<file path="config.mk">
export PLATFORM = sky130hd
export DESIGN_NAME = load_return_unit
export DESIGN_NICKNAME = d
export VERILOG_FILES = /design/src/rtl/load_return_unit_pkg.sv /design/src/rtl/load_extend.sv /design/src/rtl/load_return_unit.sv
export SDC_FILE = /design/constraint.sdc
export NUM_CORES = 1
export LEC_CHECK = 0
export CAP_MARGIN = 0
export CORE_MARGIN = 2
export CORE_UTILIZATION = 40
export CTS_BUF_LIST = sky130_fd_sc_hd__clkbuf_2
export CTS_CLUSTER_DIAMETER = 200
export DETAILED_ROUTE_END_ITERATION = 12
export DONT_BUFFER_PORTS = 1
export GPL_ROUTABILITY_DRIVEN = 0
export GPL_TIMING_DRIVEN = 0
export PLACE_DENSITY = 0.61
export SETUP_SLACK_MARGIN = 0.4
export SYNTH_ARGS = -nofsm -noshare
export SYNTH_HDL_FRONTEND = slang
export SYNTH_HIERARCHICAL = 1
export SYNTH_SLANG_ARGS = --single-unit
</file>
<file path="constraint.sdc">
create_clock -name clk -period 1.85 [get_ports clk]
set_input_delay 0.2775 -clock clk [delete_from_list [all_inputs] [get_ports clk]]
set_output_delay 0.2775 -clock clk [all_outputs]
set_load 0.1 [all_outputs]
</file>
<file path="src/rtl/load_return_unit_pkg.sv">
// Shared constants and types for the load return path.
// Provides load-type encodings, FSM state encoding, the latched
// request context, and the alignment rule for each load type.
package load_return_unit_pkg;

    localparam int unsigned LRU_AW  = 32;
    localparam int unsigned LRU_DW  = 32;
    localparam int unsigned LRU_OPW = 3;

    // Load type encodings (DEOp)
    localparam logic [LRU_OPW-1:0] DE_LW  = 3'd0;
    localparam logic [LRU_OPW-1:0] DE_LH  = 3'd1;
    localparam logic [LRU_OPW-1:0] DE_LHU = 3'd2;
    localparam logic [LRU_OPW-1:0] DE_LB  = 3'd3;
    localparam logic [LRU_OPW-1:0] DE_LBU = 3'd4;

    typedef enum logic [1:0] {
        LRU_IDLE  = 2'd0,
        LRU_WAIT  = 2'd1,
        LRU_DRAIN = 2'd2,
        LRU_DONE  = 2'd3
    } lru_state_e;

    // Request fields needed later to extract the returned word
    typedef struct packed {
        logic [LRU_OPW-1:0] op;
        logic [1:0]         off;
    } load_ctx_t;

    // Natural alignment check; undefined encodings behave as a word load
    function automatic logic load_aligned(input logic [LRU_OPW-1:0] op,
                                          input logic [1:0]         lo);
        logic ok;
        case (op)
            DE_LH, DE_LHU: ok = ~lo[0];
            DE_LB, DE_LBU: ok = 1'b1;
            DE_LW:         ok = (lo == 2'b00);
            default:       ok = (lo == 2'b00);
        endcase
        return ok;
    endfunction

endpackage

</file>
<file path="src/rtl/load_extend.sv">
// Combinational byte/halfword select with sign or zero extension.
// Ports:
//   word   - 32-bit word returned by memory
//   offset - byte offset of the load within the word
//   op     - load type (DE_*); undefined types return the word unchanged
//   data   - extended result
module load_extend
    import load_return_unit_pkg::*;
(
    input  logic [LRU_DW-1:0]  word,
    input  logic [1:0]         offset,
    input  logic [LRU_OPW-1:0] op,
    output logic [LRU_DW-1:0]  data
);

    logic [7:0]  byte_sel;
    logic [15:0] half_sel;

    always_comb begin
        byte_sel = word[{offset, 3'b000} +: 8];
        half_sel = offset[1] ? word[31:16] : word[15:0];
        data     = word;
        case (op)
            DE_LW:  data = word;
            DE_LB:  data = {{24{byte_sel[7]}}, byte_sel};
            DE_LBU: data = {24'd0, byte_sel};
            DE_LH:  data = {{16{half_sel[15]}}, half_sel};
            DE_LHU: data = {16'd0, half_sel};
            default: data = word;
        endcase
    end

endmodule

</file>
<file path="src/rtl/load_return_unit.sv">
// Load return unit: accepts one load, issues a word-aligned read,
// waits for a variable-latency response, and returns the extended data.
// Flags misaligned/out-of-range loads (AdEL), read timeout (BusErr),
// and drops in-flight loads cancelled by Req.
// Ports:
//   clk, reset            - clock, async active-low reset
//   LoadReq/LoadAddr/DEOp - load request from M stage
//   Req                   - interrupt/exception request, cancels a load
//   Ready                 - unit idle and able to take a request
//   MemRdEn/MemRdAddr     - read strobe and word address to memory
//   MemRdValid/MemRdData  - read response
//   LoadData/LoadValid    - extended result and its valid pulse
//   AdEL, BusErr          - address-error and timeout pulses
module load_return_unit
    import load_return_unit_pkg::*;
#(
    parameter logic [LRU_AW-1:0] ADDR_LO = 32'h0000_0000,
    parameter logic [LRU_AW-1:0] ADDR_HI = 32'h0000_2FFF,
    parameter int unsigned       TIMEOUT = 16
) (
    input  logic               clk,
    input  logic               reset,
    input  logic               LoadReq,
    input  logic [LRU_AW-1:0]  LoadAddr,
    input  logic [LRU_OPW-1:0] DEOp,
    input  logic               Req,
    output logic               Ready,
    output logic               MemRdEn,
    output logic [LRU_AW-1:0]  MemRdAddr,
    input  logic               MemRdValid,
    input  logic [LRU_DW-1:0]  MemRdData,
    output logic [LRU_DW-1:0]  LoadData,
    output logic               LoadValid,
    output logic               AdEL,
    output logic               BusErr
);

    localparam int unsigned CW = $clog2(TIMEOUT + 1);

    lru_state_e         state;
    logic [CW-1:0]      cnt;
    load_ctx_t          ctx;
    logic [LRU_DW-1:0]  ext_data;
    logic               in_range;
    logic               req_legal;

    // Offset-based range test avoids a constant compare when ADDR_LO is 0
    assign in_range  = (LoadAddr - ADDR_LO) <= (ADDR_HI - ADDR_LO);
    assign req_legal = in_range && load_aligned(DEOp, LoadAddr[1:0]);

    load_extend u_extend (
        .word   (MemRdData),
        .offset (ctx.off),
        .op     (ctx.op),
        .data   (ext_data)
    );

    // Control FSM with registered outputs; pulses default low each cycle
    always_ff @(posedge clk or negedge reset) begin
        if (!reset) begin
            state     <= LRU_IDLE;
            Ready     <= 1'b1;
            MemRdEn   <= 1'b0;
            MemRdAddr <= '0;
            LoadData  <= '0;
            LoadValid <= 1'b0;
            AdEL      <= 1'b0;
            BusErr    <= 1'b0;
            cnt       <= '0;
            ctx       <= '0;
        end else begin
            MemRdEn   <= 1'b0;
            LoadValid <= 1'b0;
            AdEL      <= 1'b0;
            BusErr    <= 1'b0;
            case (state)
                LRU_IDLE: begin
                    if (LoadReq && !Req) begin
                        ctx.op  <= DEOp;
                        ctx.off <= LoadAddr[1:0];
                        if (req_legal) begin
                            MemRdEn   <= 1'b1;
                            MemRdAddr <= {LoadAddr[LRU_AW-1:2], 2'b00};
                            cnt       <= '0;
                            Ready     <= 1'b0;
                            state     <= LRU_WAIT;
                        end else begin
                            AdEL <= 1'b1;
                        end
                    end
                end
                LRU_WAIT: begin
                    cnt <= cnt + CW'(1);
                    if (Req) begin
                        // Cancellation wins; a same-cycle response is dropped
                        if (MemRdValid) begin
                            Ready <= 1'b1;
                            state <= LRU_IDLE;
                        end else begin
                            state <= LRU_DRAIN;
                        end
                    end else if (MemRdValid) begin
                        LoadData  <= ext_data;
                        LoadValid <= 1'b1;
                        state     <= LRU_DONE;
                    end else if (cnt == CW'(TIMEOUT - 1)) begin
                        BusErr <= 1'b1;
                        Ready  <= 1'b1;
                        state  <= LRU_IDLE;
                    end
                end
                LRU_DRAIN: begin
                    // Swallow the outstanding response, or give up silently
                    cnt <= cnt + CW'(1);
                    if (MemRdValid || (cnt >= CW'(TIMEOUT - 1))) begin
                        Ready <= 1'b1;
                        state <= LRU_IDLE;
                    end
                end
                LRU_DONE: begin
                    Ready <= 1'b1;
                    state <= LRU_IDLE;
                end
            endcase
        end
    end

endmodule

</file>
==> results of run 1 <==
-- flip-flops by register name, indices dropped and copies added, names as in the netlist --
name / count
LoadData: 32
MemRdAddr: 30
cnt: 5
ctx: 5
state: 2
AdEL: 1
BusErr: 1
LoadValid: 1
MemRdEn: 1
Ready: 1
-- per-layer routing --
layer | global-route usage [%] | share of wire (%) | up-vias
met5 | 0 | 0 | -
met4 | 6.67 | 1.4 | 0
met3 | 7.30 | 8.3 | 14
met2 | 34.1 | 50 | 127
met1 | 25.3 | 41 | 1575
li1 | - | - | 1375
-- Yosys cell counts, drive strengths merged, types with 4 or more instances --
| library cell | count |
|---|---|
| nand2 | 8 |
| clkbuf | 7 |
| inv | 12 |
| mux2i | 16 |
| nand2b | 5 |
| mux2 | 51 |
| nor2 | 8 |
| o31ai | 4 |
| dfrtp | 78 |
| buf | 13 |
| o211a | 9 |
| and2 | 18 |
| a21o | 17 |
| a2bb2oi | 8 |
| ha | 9 |
| o221ai | 7 |
| o21ai | 23 |
-- through the flow --
step                total power, mW  setup WS [ns]  utilization [%]
global placement               7.84         -0.378             43.6
global route                   10.7         -0.188             57.9
floorplan                      7.28         -0.147                -
detailed placement             7.92         -0.381             43.6
CTS                            9.80        -0.0993             55.6
finish                         10.3         -0.102             57.9
-- worst reg2reg max path, cell delays in order (launching register included) --
cell and delay [ns]:
dfrtp_1 0.40, buf_6 0.10, mux4_2 0.51, a22o_4 0.32
buf_6 0.14, a21o_1 0.15, mux2_2 0.26
-- cells by family (layout without fill, tap and decap cells) --
family | count (synthesis) | after routing | share of synthesized area, %
AO/OA/AOI/OAI | 85 | 85 | 16.2
flip-flops | 79 | 79 | 48.4
multiplexers | 68 | 68 | 19.4
AND/OR/NAND/NOR | 60 | 60 | 8.79
buffers and inverters | 32 | 112 | 3.83
adder cells (fa/ha/maj) | 10 | 10 | 3.00
other | 1 | 2 | 0.0918
XOR/XNOR | 1 | 1 | 0.214
-- report_power, final --
part	total, mW	switching, mW	internal [mW]	leakage, nW
registers	5.24	2.85	2.40	0.920
clock network	0.801	0.638	0.163	0.0504
logic	4.21	1.94	2.27	1.57
-- layout make-up --
cell class              count  area (µm²)
plain buffers              20         205
clock buffers               9        45.0
clock inverters             7        40.0
fillers                   772        4150
inverters                  12        47.5
multi-input cells         226        2340
flip-flops and latches     79        2230
well taps                 133         166
repair buffers             64         644
-- repair_timing --
action                     CTS  global route
setup endpoints to repair  144           138
hold endpoints to repair   116            82
cloned                       4             0
hold buffers                35             3
pin swaps                   16             9
resized for setup          206            52
setup buffers               15             7
-- worst max path at each step --
stage / cells after the start / start / slack, ns / end
floorplan: 6 / LoadAddr[26] / -0.15 / MemRdAddr[10]
global placement: 6 / LoadAddr[26] / -0.38 / MemRdAddr[5]
detailed placement: 6 / LoadAddr[26] / -0.38 / MemRdAddr[6]
CTS: 6 / ctx[1] / -0.1 / LoadData[28]
global route: 6 / ctx[1] / -0.19 / LoadData[24]
finish: 6 / ctx[1] / -0.10 / LoadData[16]
==> results.py, run 1 <==
metrics = {
    "logic_synthesis": {
        "ys_top_cells_by_area": "dfrtp_1, mux2_2, mux2i_1",
        "syn_area_um2": 4090,
        "synth_flop_cell": "dfrtp_1",
        "syn_area_per_cell_um2": 12.2,
        "synth_edf_count": 0,
        "ys_warn_count": 6,
        "synth_cell_types": 54,
        "seq_area_frac_synth_pct": 48.4,
        "synth_top_cell_area_share_pct": 47.8,
        "synthCells": 336,
        "synth_seq_cells": 79,
        "async_reset_ff_share_pct": 100,
        "synth_top_cell_by_area": "dfrtp_1",
    },
    "critical_path": {
        "worst_path_max_delay_cell": "mux4_2",
        "cp-end-kind": "flip-flop",
        "path_cells": "buf_6, mux4_2, a22o_4, buf_6, a21o_1, mux2_2",
        "r2r_slack_ns": -0.10,
        "r2r_end": "LoadData[16]",
        "r2r_start": "ctx[1]",
        "rr_worst_depth": 6,
        "cp_num_buf_inv": 2,
        "crit_arrival_ns": 2.39,
        "max_stage_delay_ns": 0.51,
        "worstPathMaxFanout": 8,
        "cpMostUsedCell": "buf_6",
        "worstPathRequired_ns": 2.28,
        "start_kind": "flip-flop",
        "crit_family": "multiplexers",
        "crit_type": "reg -> reg",
    },
    "power": {
        "power.density_nw_per_um2": 1790,
        "leakagePower_nw": 2.54,
        "irDropWorstVdd_v": 0.000968,
    },
    "floorplanning": {
        "die_w_um": 105,
        "ios": 141,
        "initial_core_util_pct": 41.4,
        "fp-row-count": 36,
        "die_h_um": 105,
        "core_area_um2": 9860,
        "dieArea_um2": 11000,
    },
    "sta": {
        "setup-violations-final": 18,
        "fin_crit_ns": 1.95,
        "worstMarginPinSlew_ns": 0.644,
        "max_freq_ghz": 0.512,
        "maxSlewViolCount": 0,
        "final.setup_skew_ns": 0.0306,
        "setup_tns_ns": -1.03,
        "hold_ws_ns": -0.603,
        "setup_slack_ns": -0.102,
        "final_hold_viol_count": 79,
        "max_slew_margin_pct": 57.0,
        "grt_setup_unrepaired": "true",
        "period_share_pct": 106,
    },
    "placement": {
        "io_buffers": 0,
        "dpl-instance-area_um2": 4300,
        "place_inst": 470,
        "place_hpwl_um": 7240,
    },
    "cells_and_area": {
        "area_growth_pct": 39.9,
        "final_cell_mix": "dfrtp_4, dlygate4sd3_1, mux2_4",
        "final_common_cell": "dfrtp_4",
        "layout.nets": 493,
        "antennaDiodeCount": 0,
        "stdcell_area_um2": 5720,
        "drive_gt1_share_pct": 57.1,
        "final_cells": 550,
    },
    "clock_network": {
        "worstSkewPairLatency_ns": 0.52,
        "clockBufferDepth": 2,
        "clock_sinks": 79,
        "h-tree-depth": 3,
        "cts_tree": "yes",
        "cts.clk_slew.worst_paths_ns": 0.23,
        "clockRootBuffer": "clkbuf_2",
        "cts_buffers": 9,
    },
    "grt": {
        "grt_pass1_wl_um": 17800,
        "grt_max_degree": 80,
        "antenna_found_initial": 0,
        "first_global_vias": 3321,
        "grt_use_total_pct": 20.7,
        "grt-ovfl-total": 0,
    },
    "detailed_routing": {
        "vias_per_cell": 5.62,
        "ant_nets": 0,
        "finalWirelength_um": 11500,
        "dr.pass1.iters": 4,
        "route.detailed.drc": 0,
        "drtIter0Drc": 116,
        "vias": 3091,
        "post_drt_wl_per_cell_um": 20.9,
    },
    "outcome": {
        "status": "finished with violations",
        "violations": "hold timing, setup timing",
    },
    "flow_run": {
        "maxCapViolCount": 0,
    },
    "worst_hold_path": {
        "hold_path_class": "in -> async",
    },
}
Note: power is estimated with default switching activity, not from simulation.
==> run 2: changes to the inputs <==
Settings changed: CORE_MARGIN 2 to not set.
==> results.py, run 2 (synthesis gave the netlist of run 1 again) <==
metrics = {
    "critical_path": {
        "cp-endpoint": "LoadData[30]",
        "worstPathMaxFanout": 10,
        "rr_worst_depth": 7,
        "worstPathRequired_ns": 2.31,
        "r2r_start": "ctx[2]",
        "cp-end-kind": "flip-flop",
        "r2r_slack_ns": -0.13,
        "worstSetupStartpoint": "ctx[2]",
        "start_kind": "flip-flop",
        "r2r_end": "LoadData[30]",
        "crit_arrival_ns": 2.44,
        "crit_type": "reg -> reg",
    },
    "outcome": {
        "violations": "hold timing, setup timing",
        "status": "finished with violations",
    },
    "clock_network": {
        "h-tree-depth": 3,
        "clockRootBuffer": "clkbuf_2",
        "cts_buffers": 9,
        "cts_tree": "yes",
        "worstSkewPairLatency_ns": 0.55,
        "clockBufferDepth": 2,
        "clock_sinks": 79,
        "cts.clk_slew.worst_paths_ns": 0.25,
    },
    "detailed_routing": {
        "ant_nets": 0,
        "route.detailed.drc": 0,
        "drtIter0Drc": 137,
        "dr.pass1.iters": 6,
        "vias_per_cell": 5.51,
        "post_drt_wl_per_cell_um": 20.4,
        "vias": 3000,
        "finalWirelength_um": 11100,
    },
    "sta": {
        "maxSlewViolCount": 0,
        "period_share_pct": 107,
        "fin_crit_ns": 1.98,
        "max_slew_margin_pct": 54.8,
        "final.setup_skew_ns": 0.0250,
        "hold_ws_ns": -0.637,
        "worstMarginPinSlew_ns": 0.677,
        "max_freq_ghz": 0.505,
        "grt_setup_unrepaired": "true",
        "setup-violations-final": 20,
        "setup_slack_ns": -0.130,
        "final_hold_viol_count": 79,
    },
    "power": {
        "leakagePower_nw": 2.52,
        "power.density_nw_per_um2": 1790,
        "power.total_mw": 10.2,
        "irDropWorstVdd_v": 0.00101,
    },
    "grt": {
        "grt-ovfl-total": 0,
        "grt_pass1_wl_um": 16300,
        "grt_max_degree": 80,
        "first_global_vias": 3074,
        "grt_use_total_pct": 20.9,
        "antenna_found_initial": 0,
    },
    "cells_and_area": {
        "reg_top3": "LoadData x32, MemRdAddr x30",
        "layout.nets": 487,
        "fillCellCount": 821,
        "finish.utilization_pct": 57.8,
        "largest_reg_flops": 32,
        "area_growth_pct": 38.8,
        "final_common_cell": "dfrtp_4",
        "final_cells": 544,
        "antennaDiodeCount": 0,
        "stdcell_area_um2": 5670,
        "drive_gt1_share_pct": 55.5,
        "final_cell_mix": "dfrtp_4, dlygate4sd3_1, mux2_2",
        "regMostFlops": "LoadData",
    },
    "floorplanning": {
        "initial_core_util_pct": 41.6,
        "ios": 141,
        "dieArea_um2": 10600,
        "core_area_um2": 9820,
        "fp-row-count": 36,
        "die_w_um": 103,
        "die_h_um": 103,
    },
    "placement": {
        "dpl-instance-area_um2": 4300,
        "io_buffers": 0,
        "place_hpwl_um": 7040,
        "place_inst": 470,
    },
    "flow_run": {
        "maxCapViolCount": 0,
    },
    "worst_hold_path": {
        "hold_path_class": "in -> async",
    },
}
run 2: through the flow:
stage               TNS [ns]  setup WS (ns)
finish                 -1.79         -0.130
global route           -3.75         -0.215
CTS                    -1.87         -0.126
detailed placement    -15.06         -0.374
global placement      -14.02         -0.360
floorplan              -2.52         -0.147
run 2: worst min path at each step:
stage | from | end | slack, ns | cells past startpoint
after floorplan | reset | AdEL | -0.02 | 0
after global placement | reset | BusErr | -0.01 | 0
after detailed placement | reset | LoadValid | -0.01 | 0
after CTS | reset | LoadValid | -0.67 | 0
after global routing | reset | MemRdEn | -0.70 | 0
final | reset | MemRdEn | -0.64 | 0
run 2: critical path, cell delays in order (launching register included):
cell and delay [ns]:
dfrtp_1 0.43, buf_6 0.14, o21a_4 0.24, or2_2 0.30, clkbuf_8 0.16, buf_4 0.17, a21o_1 0.19, mux2_2 0.26
run 2: area by class of cell:
| type | instances | area (µm²) | share of cell area [%] |
|---|---|---|---|
| Timing Repair Buffer | 58 | 609 | 10.7 |
| Clock buffer | 9 | 45.0 | 0.794 |
| Buffer | 20 | 206 | 3.64 |
| Sequential cell | 79 | 2230 | 39.3 |
| Multi-Input combinational cell | 226 | 2270 | 40.1 |
| Inverter | 12 | 45.0 | 0.794 |
| Tap cell | 133 | 166 | 2.93 |
| Clock inverter | 7 | 96.3 | 1.70 |
run 2: report_power, final:
part           internal (mW)  switching [mW]  total, mW
combinational           2.07            1.77       3.84
clock                  0.448           0.647       1.10
sequential              2.40            2.84       5.24
run 2: layer usage:
| metal | GRT usage (%) | wire [µm] |
|---|---|---|
| met5 | 0 | 0 |
| met4 | 7.69 | 129 |
| met3 | 8.14 | 963 |
| met2 | 33.4 | 5460 |
| met1 | 25.7 | 4540 |
run 2: timing repair:
item / 4_1_cts / 5_1_grt
buffers inserted: 11 / 7
pin swaps: 12 / 8
gates resized for setup: 187 / 54
hold buffers: 36 / 2
endpoints found under the setup margin: 144 / 137
gates cloned: 2 / 0
hold endpoints to repair: 118 / 81
==> run 3: changes to the inputs <==
Settings changed: SYNTH_HIERARCHICAL 1 to not set.
==> results.py, run 3 <==
metrics = {
    "outcome": {
        "status": "finished with violations",
        "violations": "hold timing",
    },
    "flow_run": {
        "maxCapViolCount": 0,
    },
    "placement": {
        "dpl-instance-area_um2": 4620,
        "pre_cts_ws_ns": -0.404,
        "place_hpwl_um": 8280,
        "place_inst": 577,
        "io_buffers": 0,
    },
    "floorplanning": {
        "core_area_um2": 10300,
        "die_w_um": 105,
        "ios": 141,
        "die_h_um": 105,
        "dieArea_um2": 11000,
        "initial_core_util_pct": 41.1,
        "fp-row-count": 37,
    },
    "cells_and_area": {
        "regMostFlops": "LoadData",
        "antennaDiodeCount": 0,
        "drive_gt1_share_pct": 50.8,
        "final_common_cell": "dfrtp_4",
        "finish.utilization_pct": 63.1,
        "stdcell_area_um2": 6510,
        "final_cell_mix": "dfrtp_4, dlygate4sd3_1, nor2_1",
        "largest_reg_flops": 32,
        "final_cells": 693,
        "area_growth_pct": 53.5,
        "layout.nets": 633,
        "reg_top3": "LoadData x32, MemRdAddr x30",
    },
    "critical_path": {
        "r2r_end": "LoadData[26]",
        "cp-end-kind": "flip-flop",
        "crit_type": "reg -> reg",
        "worstPathRequired_ns": 2.33,
        "r2r_start": "ctx[0]",
        "crit_arrival_ns": 2.21,
        "worstPathMaxFanout": 5,
        "rr_worst_depth": 6,
        "r2r_slack_ns": 0.12,
        "start_kind": "flip-flop",
    },
    "grt": {
        "grt_pass1_wl_um": 21100,
        "first_global_vias": 4089,
        "antenna_found_initial": 0,
        "grt_use_total_pct": 24.6,
        "grt_max_degree": 80,
        "grt-ovfl-total": 0,
    },
    "sta": {
        "max_freq_ghz": 0.579,
        "grt_setup_unrepaired": "true",
        "final_hold_viol_count": 79,
        "final.setup_skew_ns": 0.0291,
        "worstMarginPinSlew_ns": 0.616,
        "setup_slack_ns": 0.123,
        "period_share_pct": 93.4,
        "maxSlewViolCount": 0,
        "hold_ws_ns": -0.633,
        "setup-violations-final": 0,
        "fin_crit_ns": 1.73,
        "max_slew_margin_pct": 58.6,
    },
    "logic_synthesis": {
        "ys_top_cells_by_area": "dfrtp_1, o21ai_0, a21oi_1",
        "async_reset_ff_share_pct": 100,
        "yosys.cell_count.top_type": "dfrtp_1",
        "synth_flop_cell": "dfrtp_1",
        "synth_seq_cells": 79,
        "synth_cell_types": 58,
        "seq_area_frac_synth_pct": 46.6,
        "ys_warn_count": 0,
        "synth_common_cells": "dfrtp_1, nor2_1, o21ai_0",
        "synth_edf_count": 0,
        "synth_top_cell_area_share_pct": 46.0,
        "syn_area_per_cell_um2": 9.64,
        "synthCells": 440,
        "syn_area_um2": 4240,
        "synth_top_cell_by_area": "dfrtp_1",
    },
    "detailed_routing": {
        "ant_nets": 0,
        "vias_per_cell": 5.57,
        "route.detailed.drc": 0,
        "post_drt_wl_per_cell_um": 19.5,
        "finalWirelength_um": 13500,
        "dr.pass1.iters": 4,
        "drtIter0Drc": 250,
        "vias": 3862,
    },
    "power": {
        "irDropWorstVdd_v": 0.000938,
        "power.density_nw_per_um2": 1840,
        "power.total_mw": 12.0,
        "leakagePower_nw": 2.65,
    },
    "clock_network": {
        "cts.clk_slew.worst_paths_ns": 0.25,
        "cts_tree": "yes",
        "cts_buffers": 9,
        "h-tree-depth": 3,
        "worstSkewPairLatency_ns": 0.55,
        "clock_sinks": 79,
        "clockBufferDepth": 2,
        "clockRootBuffer": "clkbuf_2",
    },
    "worst_hold_path": {
        "hold_path_class": "in -> async",
    },
}
run 3: stage by stage:
step,hold slack (ns),TNS (ns)
floorplan,-0.0181,-2.36
global placement,-0.0160,-11.11
detailed placement,-0.0159,-11.90
CTS,-0.678,0
global route,-0.705,0
finish,-0.633,0
run 3: layer usage:
layer / part of all wire, % / track usage [%] / vias to the layer above
li1: - / - / 1773
met1: 39 / 28.9 / 1919
met2: 53 / 44.5 / 152
met3: 6.7 / 6.05 / 18
met4: 1.3 / 6.44 / 0
met5: 0 / 0 / -
run 3: logic make-up (layout without fill, tap and decap cells):
group           count (synthesis)  after routing  synth area share (%)
simple gates                  144            144                  17.3
compound gates                132            132                  20.2
flops                          79             79                  46.6
buf+inv                        48            164                  4.98
mux                            24             24                  7.46
fa+ha+maj                       9              9                  2.65
xor+xnor                        3              3                 0.619
other cells                     1              2                0.0884
run 3: area by class of cell:
| cell class | count | area [µm²] |
|---|---|---|
| fillers | 794 | 3810 |
| multi-input cells | 314 | 2540 |
| flip-flops and latches | 79 | 2230 |
| repair buffers | 100 | 986 |
| plain buffers | 29 | 354 |
| well taps | 136 | 170 |
| clock inverters | 6 | 92.6 |
| inverters | 19 | 88.8 |
| clock buffers | 10 | 50.0 |
run 3: repair_timing:
action | 4_1_cts | 5_1_grt
pin swaps | 35 | 14
hold buffers | 50 | 1
hold endpoints to repair | 128 | 80
gates cloned | 3 | 0
endpoints found under the setup margin | 143 | 137
setup buffers | 34 | 12
gates resized for setup | 253 | 45
run 3: power breakdown:
part | switching, mW | internal [mW] | total (mW)
logic | 2.72 | 2.68 | 5.40
registers | 3.02 | 2.43 | 5.45
clock network | 0.669 | 0.461 | 1.13
run 3: worst max path at each step:
stage,slack [ns],depth (start not counted),start,to
after global placement,-0.37,5,LoadAddr[30],cnt[2]
after CTS,0.14,0,Ready,Ready
final,0.12,6,ctx[0],LoadData[26]
after detailed placement,-0.40,5,LoadAddr[30],cnt[2]
after floorplan,-0.16,6,LoadAddr[30],MemRdAddr[10]
after global routing,0.09,6,ctx[0],LoadData[19]
run 3: worst max-delay path, stage by stage, from the launching register on:
cell and delay, ns:
dfrtp_1 0.43, mux4_2 0.54, nand2_2 0.08, o21ai_2 0.06, a31oi_4 0.28, clkbuf_8 0.23
a21oi_2 0.05
